==> src/rtl/fp_div.sv <==
`default_nettype none
// ============================================================================
//  Module   : fp_div
//  Purpose  : Iterative IEEE-754 binary32 divider (a / b). Special operands
//             finish in one cycle; normal operands use a restoring divider
//             producing one quotient bit per clock, then a round-to-nearest-
//             even step (27 cycles total). Denormals are flushed to zero.
//  Revision : 1.0 - initial release
// ============================================================================
module fp_div (
  input  logic        clk,
  input  logic        rst,
  input  logic        start,
  input  logic [31:0] operand_a,
  input  logic [31:0] operand_b,
  output logic        busy,
  output logic        done,
  output logic [31:0] result
);

  typedef enum logic [1:0] {
    S_IDLE   = 2'd0,
    S_DIVIDE = 2'd1,
    S_ROUND  = 2'd2
  } state_t;

  localparam logic [4:0]  C_LAST_ITER = 5'd25;
  localparam logic [31:0] C_QNAN      = 32'h7FC00000;

  state_t      state_q;
  logic        busy_q;
  logic        done_q;
  logic [31:0] result_q;
  logic        sign_q;
  logic [7:0]  ea_q;
  logic [7:0]  eb_q;
  logic [23:0] mb_q;
  logic [24:0] rem_q;
  logic [25:0] quo_q;
  logic [4:0]  cnt_q;

  // ---------------------------------------------------------------------------
  // Operand classification on the live inputs (used only in the accept cycle)
  // ---------------------------------------------------------------------------
  logic        w_sign;
  logic        w_a_zero, w_a_inf, w_a_nan;
  logic        w_b_zero, w_b_inf, w_b_nan;
  logic        w_special;
  logic [31:0] w_special_res;

  assign w_sign   = operand_a[31] ^ operand_b[31];
  assign w_a_zero = (operand_a[30:23] == 8'h00);
  assign w_b_zero = (operand_b[30:23] == 8'h00);
  assign w_a_inf  = (operand_a[30:23] == 8'hFF) && (operand_a[22:0] == 23'd0);
  assign w_b_inf  = (operand_b[30:23] == 8'hFF) && (operand_b[22:0] == 23'd0);
  assign w_a_nan  = (operand_a[30:23] == 8'hFF) && (operand_a[22:0] != 23'd0);
  assign w_b_nan  = (operand_b[30:23] == 8'hFF) && (operand_b[22:0] != 23'd0);

  // Special-case detection in priority order; first match wins
  always_comb begin
    w_special     = 1'b1;
    w_special_res = 32'h00000000;
    if (w_a_nan || w_b_nan || (w_a_zero && w_b_zero) || (w_a_inf && w_b_inf)) begin
      w_special_res = C_QNAN;
    end else if (w_a_inf || w_b_zero) begin
      w_special_res = {w_sign, 8'hFF, 23'd0};
    end else if (w_a_zero || w_b_inf) begin
      w_special_res = {w_sign, 31'd0};
    end else begin
      w_special = 1'b0;
    end
  end

  // ---------------------------------------------------------------------------
  // One restoring-division step. The remainder stays below 2*mb, so after the
  // conditional subtract it fits in 24 bits and the left shift loses nothing.
  // ---------------------------------------------------------------------------
  logic        w_rem_ge;
  logic [24:0] w_rem_sub;
  logic [24:0] rem_d;
  logic [25:0] quo_d;

  // Conditional subtract, then shift the remainder and append the quotient bit
  always_comb begin
    w_rem_ge  = (rem_q >= {1'b0, mb_q});
    w_rem_sub = w_rem_ge ? (rem_q - {1'b0, mb_q}) : rem_q;
    rem_d     = {w_rem_sub[23:0], 1'b0};
    quo_d     = {quo_q[24:0], w_rem_ge};
  end

  // ---------------------------------------------------------------------------
  // Normalise, round to nearest even, and range-check the exponent
  // ---------------------------------------------------------------------------
  logic signed [9:0] w_exp_base;
  logic signed [9:0] w_exp_fin;
  logic [23:0]       w_mant_pre;
  logic [24:0]       w_mant_sum;
  logic [23:0]       w_mant_fin;
  logic              w_guard;
  logic              w_sticky;
  logic              w_inc;
  logic [31:0]       w_round_res;

  // Quotient lies in (0.5, 2): q[25] selects which bit is the leading one
  always_comb begin
    w_exp_base = $signed({2'b00, ea_q}) - $signed({2'b00, eb_q})
               + (quo_q[25] ? 10'sd127 : 10'sd126);
    if (quo_q[25]) begin
      w_mant_pre = quo_q[25:2];
      w_guard    = quo_q[1];
      w_sticky   = quo_q[0] | (rem_q != 25'd0);
    end else begin
      w_mant_pre = quo_q[24:1];
      w_guard    = quo_q[0];
      w_sticky   = (rem_q != 25'd0);
    end
    w_inc      = w_guard & (w_sticky | w_mant_pre[0]);
    w_mant_sum = {1'b0, w_mant_pre} + {24'd0, w_inc};
    if (w_mant_sum[24]) begin
      w_mant_fin = 24'h800000;
      w_exp_fin  = w_exp_base + 10'sd1;
    end else begin
      w_mant_fin = w_mant_sum[23:0];
      w_exp_fin  = w_exp_base;
    end
    if (w_exp_fin >= 10'sd255) begin
      w_round_res = {sign_q, 8'hFF, 23'd0};
    end else if (w_exp_fin <= 10'sd0) begin
      w_round_res = {sign_q, 31'd0};
    end else begin
      w_round_res = {sign_q, w_exp_fin[7:0], w_mant_fin[22:0]};
    end
  end

  // Control FSM and datapath registers; done is a single-cycle pulse
  always_ff @(posedge clk) begin
    if (rst) begin
      state_q  <= S_IDLE;
      busy_q   <= 1'b0;
      done_q   <= 1'b0;
      result_q <= 32'h00000000;
      sign_q   <= 1'b0;
      ea_q     <= 8'd0;
      eb_q     <= 8'd0;
      mb_q     <= 24'd0;
      rem_q    <= 25'd0;
      quo_q    <= 26'd0;
      cnt_q    <= 5'd0;
    end else begin
      done_q <= 1'b0;
      case (state_q)
        S_IDLE: begin
          if (start) begin
            sign_q <= w_sign;
            ea_q   <= operand_a[30:23];
            eb_q   <= operand_b[30:23];
            mb_q   <= {1'b1, operand_b[22:0]};
            rem_q  <= {2'b01, operand_a[22:0]};
            quo_q  <= 26'd0;
            cnt_q  <= 5'd0;
            if (w_special) begin
              result_q <= w_special_res;
              done_q   <= 1'b1;
            end else begin
              busy_q  <= 1'b1;
              state_q <= S_DIVIDE;
            end
          end
        end
        S_DIVIDE: begin
          rem_q <= rem_d;
          quo_q <= quo_d;
          cnt_q <= cnt_q + 5'd1;
          if (cnt_q == C_LAST_ITER) begin
            state_q <= S_ROUND;
          end
        end
        S_ROUND: begin
          result_q <= w_round_res;
          done_q   <= 1'b1;
          busy_q   <= 1'b0;
          state_q  <= S_IDLE;
        end
        default: begin
          state_q <= S_IDLE;
          busy_q  <= 1'b0;
        end
      endcase
    end
  end

  assign busy   = busy_q;
  assign done   = done_q;
  assign result = result_q;

endmodule
`default_nettype wire

==> config.mk <==
export PLATFORM = sky130hd
export DESIGN_NAME = fp_div
export DESIGN_NICKNAME = d
export VERILOG_FILES = /design/src/rtl/fp_div.sv
export SDC_FILE = /design/constraint.sdc
export NUM_CORES = 1
export LEC_CHECK = 0
export CAP_MARGIN = 20
export CORE_ASPECT_RATIO = 1.2
export CORE_UTILIZATION = 40
export CTS_CLUSTER_SIZE = 25
export DETAILED_ROUTE_END_ITERATION = 8
export GPL_ROUTABILITY_DRIVEN = 0
export PLACE_DENSITY_LB_ADDON = 0.15
export SLEW_MARGIN = 25
export SYNTH_ARGS = -nofsm -noshare
export SYNTH_HDL_FRONTEND = slang
export SYNTH_SLANG_ARGS = --single-unit
export TNS_END_PERCENT = 5
==> constraint.sdc <==
create_clock -name clk -period 5.5 [get_ports clk]
set_input_delay 1.375 -clock clk [delete_from_list [all_inputs] [get_ports clk]]
set_output_delay 1.375 -clock clk [all_outputs]
set_load 0.02 [all_outputs]
* Word level (Yosys, flattened, before mapping)
Index checks and enable logic that the tools add are counted.
** Storage, ports and cells
- Input port bits :: 67
- Output and inout port bits :: 34
- Bits in registers :: 133
- Bits in latches :: 0
- RAM bits :: 0
- ROM bits :: 0
- Memories :: 0
** Cells by class
- Shift-type cells :: 0
- Multipliers :: 0
- Bitwise gates (word level) :: 5
- Magnitude comparators :: 3
- Add/subtract/negate cells :: 6
- Divide/modulo/power cells :: 0
- Mux-type cells :: 34
- Equality and inequality tests :: 9
- Reduce and logical (&&, ||, !) cells :: 26
** Operator list (number)
- $mux 32 :: 5
- $pmux 32 s2 :: 1
- $mux 31 :: 2
- $pmux 26 s2 :: 1
- $pmux 25 s2 :: 1
- $mux 24 :: 2
- $logic_not 23->1 :: 2
- $reduce_bool 23->1 :: 2
- $mux 26 :: 1
- $add 24x1->25 :: 1
- $ge 25x24->1 :: 1
- $mux 25 :: 1
- $reduce_bool 25->1 :: 1
- $sub 24x24->24 :: 1
- $mux 23 :: 1
- $eq 8x8->1 const B :: 2
- $logic_not 8->1 :: 2
- $add 10x2->10 const B :: 1
- $add 9x8->10 :: 1
- $ge 10x9->1 const B :: 1
- $le 10x1->1 const B :: 1
- $mux 1 :: 10
- $mux 10 :: 1
- $pmux 5 s2 :: 1
- 20 further kinds :: 40

* Longest topological paths before layout
- Depth after elaboration :: 11
- Mapped depth :: 20

* Least setup slack after synthesis
No wires, ideal clock.
- Path kind :: reg2reg
- From :: reg quo_q[25]
- To :: reg result_q[10], in the netlist result[10]
- Arrival time :: 4.846 ns
- Setup slack :: 0.516 ns
- Library setup time :: 0.137 ns
- Cell stages (with the launch flop) :: 20
- Path through :: dfxtp_1 -> buf_6 -> clkbuf_1 -> buf_1 -> clkbuf_1 -> clkbuf_1 -> nand2_1 -> a21boi_0 -> ha_1 -> nand2_1 -> or4b_1 -> buf_2 -> nor4_4 -> nand3_4 -> or3_1 -> a2111oi_2 -> o21ai_2 -> a211oi_4 -> buf_6 -> o41ai_2
** Between the ends
- Cells in the longest elaborated chain, start to end :: 9
- Elaborated cells between the ends (all ways) :: 16
** RTL lines
- from (decl) :: line 39 : logic [25:0] quo_q;
- from (signal assigned) :: line 172 : quo_q <= quo_d;
- branches (longest 7 deep; another with $add 9x8->10)
- $mux 31 (*) :: line 126 : if (w_exp_fin >= 10'sd255) begin
- $pmux 32 s2 (*) :: line 151 : case (state_q)
- to (signal assigned) :: line 162 : result_q <= w_special_res;
- to (signal assigned) :: line 179 : result_q <= w_round_res;
- to (decl) :: line 33 : logic [31:0] result_q;
Mark *: on every way between the ends.
A chain may end at the register's enable or synchronous reset.

* Final worst setup path
- From :: reg quo_q[25]
- To :: reg result_q[2], in the netlist result[2]
The elaborated chain is that of the path after synthesis.

==> key figures <==
Outcome
  • Status: finished, violations left
  • Failing checks: design-rule violations

Timing
  • Min Tclk post-route: 4.46 ns
  • Peak Freq: 224 MHz
  • Final Hold Viols: 0
  • Max-slew violation count: 0
  • Slew HR: 40.8%
  • Hold_ws: 0.455 ns
  • RSZ-0062 raised after global routing: no
  • Post-Route Skew: 0.0136 ns
  • Final worst slack: 1.04 ns
  • Setup TNS: 0 ns
  • Least-Margin Pin Slew: 0.865 ns
  • Final setup fails: 0
  • Period utilization: 81.2%

Route
  • Routed vias/inst: 5.76
  • Total Wirelength: 25.2 mm
  • Vias: 8,619
  • DR WL/cell: 16.8 um
  • Antenna viol nets, final: 0
  • DRC viols: 7
  • DRT Pass-1 Iters: 7
  • 1st-iter DRT viols: 545

Pwr
  • Pwr Total: 3.40 mW
  • Pwr dens: 319 nW/um^2
  • Leakage: 3.84 nW
  • VDD IR-drop max: 250 uV

Synthesis
  • Netlist Area Pre-Place: 8970 um^2
  • Unique masters post-synth: 78
  • Yosys warning total: 0
  • Synthesized Nets: 1,261
  • #FFs+latches synth: 133
  • Ys async rst share: 0%
  • Count leader, synth: nand2_1
  • Area leader, netlist: dfxtp_1
  • Most frequent cells after synthesis: 205 x nand2_1, 133 x dfxtp_1, 87 x a21oi_1, 58 x clkbuf_1, 58 x inv_1
  • Area share of the largest cell type after synthesis: 29.7%
  • Post-synth EDFFs: 0
  • Synth Flop Type: dfxtp_1
  • Post-Synthesis Cells: 1,153
  • Seq/Total Area, Yosys: 29.7%
  • Avg Cell Area, Syn: 7.78 um^2
  • Top cells by area, synth: dfxtp_1 30%, nand2_1 8.6%, ha_1 5.4%

Clocking
  • Htree depth: 4
  • Bufs on Longest Clock Path: 2
  • Worst-skew pair later-pin latency: 0.43 ns
  • CTS tree: yes
  • # resized after CTS: 0
  • Setup Fix Bufs, Post-CTS: 0
  • Worst-path clk slew: 0.06 ns
  • Hold buffers post-CTS: 0
  • Root buffer cell: clkbuf_16
  • Clk sinks: 133
  • Total CTS buffers: 17

Floorplan
  • Placeable Area: 21,900 um^2
  • Die area: 23,000 um^2
  • Starting Density: 41.1%
  • # IOs: 101
  • Die H: 166 um
  • Num rows: 59
  • Horiz. Die Dim: 139 um

Global routing
  • Vias in the first global route: 8,113
  • Global-route wire length before repair: 41.1 mm
  • Largest net degree at the start of global routing: 80
  • GR Overflow Total: 0
  • Initial antenna violation count: 0
  • Tot GR Track Use: 22.0%

Place
  • HPWL after DPL: 18.7 mm
  • Setup WS pre-CTS: 1.10 ns
  • Port Buffer Count: 100

Cells and area
  • Antenna diodes: 0
  • Util after Layout: 48.8%
  • Layout net count: 1,317
  • Area delta synth->final: 18.9%
  • Fillers: 2,220
  • Layout cell share with drive strength beyond 1: 7.69%

Critical path
  • Critical path type: flip-flop to flip-flop
  • Data arrival, critical path: 4.79 ns
  • Crit end category: flip-flop
  • Reg-to-Reg End: result[2]
  • R2r worst-path depth: 12
  • Worst setup path start: quo_q[25]
  • FF-to-FF Start: quo_q[25]
  • Peak fanout along the critical path: 30
  • Worst endpoint required time: 5.82 ns
  • CP Launch Type: flip-flop
  • Reg2Reg Setup Slack: 1.04 ns
  • Worst setup path end: result[2]

Run
  • Max-cap violations: 0

Hold path
  • Hold crit path type: flip-flop to flip-flop
-- through the flow --
stage | cells | instance area, um^2
6_report | 1496 | 10700
5_1_grt | 1496 | 10700
4_1_cts | 1496 | 10700
3_5_place_dp | 1464 | 10100
3_3_place_gp | 1464 | 10100
2_1_floorplan | 1153 | 8970
-- how the worst min path moves through the flow --
stage	from	to	cells past startpoint
floorplan	ea_q[0]	ea_q[0]	2
global placement	result[1]	result[1]	2
detailed placement	result[7]	result[7]	2
CTS	mb_q[3]	mb_q[3]	2
global route	mb_q[18]	mb_q[18]	2
finish	ea_q[0]	ea_q[0]	2
-- layout make-up --
cell class              count  area (um^2)  share of cell area (%)
inverters                  59          221                    2.08
well taps                 274          343                    3.21
clock inverters            14          140                    1.31
flip-flops and latches    133         2660                    25.0
repair buffers            112         1090                    10.2
clock buffers              18          429                    4.02
multi-input cells         886         5790                    54.2
-- critical path, stage by stage (launching register included) --
cell and delay, ns:
dfxtp_2 0.72, nand2_1 0.10, a21boi_0 0.24, ha_1 0.23, nand2_1 0.08, or4b_1 0.67, nor4_4 0.44, and2_1 0.35
a21oi_1 0.11, o211ai_1 0.22, or4_1 0.16, nand3_2 0.51, o41ai_1 0.52
-- layout by cell type, fill, tap and decap left out, types with 17 or more instances in the layout --
master,n
nor4_1,24
nor2_1,56
ha_1,39
a22o_1,23
nand4_1,25
o21ai_0,24
clkdlybuf4s50_1,99
dfxtp_1,132
mux2i_1,23
nor3_1,20
a31oi_1,27
xnor2_1,34
a21oi_1,87
o31ai_2,17
inv_1,58
nand2_1,205
clkbuf_16,17
nand3_1,44
-- metal layers --
layer / routed length [um] / vias up / GRT usage (%)
li1: - / 4324 / -
met4: 646 / 0 / 8.55
met1: 11200 / 4040 / 26.8
met3: 861 / 41 / 3.00
met5: 0 / - / 0
met2: 12500 / 214 / 39.3
-- where the power goes --
part           switching, mW  internal, mW  total (mW)
Combinational          0.736         0.466        1.20
Sequential            0.0564          1.02        1.07
Clock                  0.491         0.634        1.12
-- logic make-up (layout without fill, tap and decap cells) --
family | after synthesis | in the layout | synth area share (%)
simple gates | 456 | 456 | 24.5
compound gates | 310 | 310 | 25.5
buf+inv | 134 | 203 | 5.95
flops | 133 | 133 | 29.7
xor+xnor | 48 | 48 | 4.84
fa+ha+maj | 41 | 41 | 5.88
mux | 31 | 31 | 3.57
-- state kept, by name (all words and copies together) (netlist names) --
signal and count:
eb_q 8, state_q 2, quo_q 26, ea_q 8, result 32, rem_q 25, mb_q 24, busy 1
sign_q 1, done 1, cnt_q 5
Power figures use the tool's default switching activity.
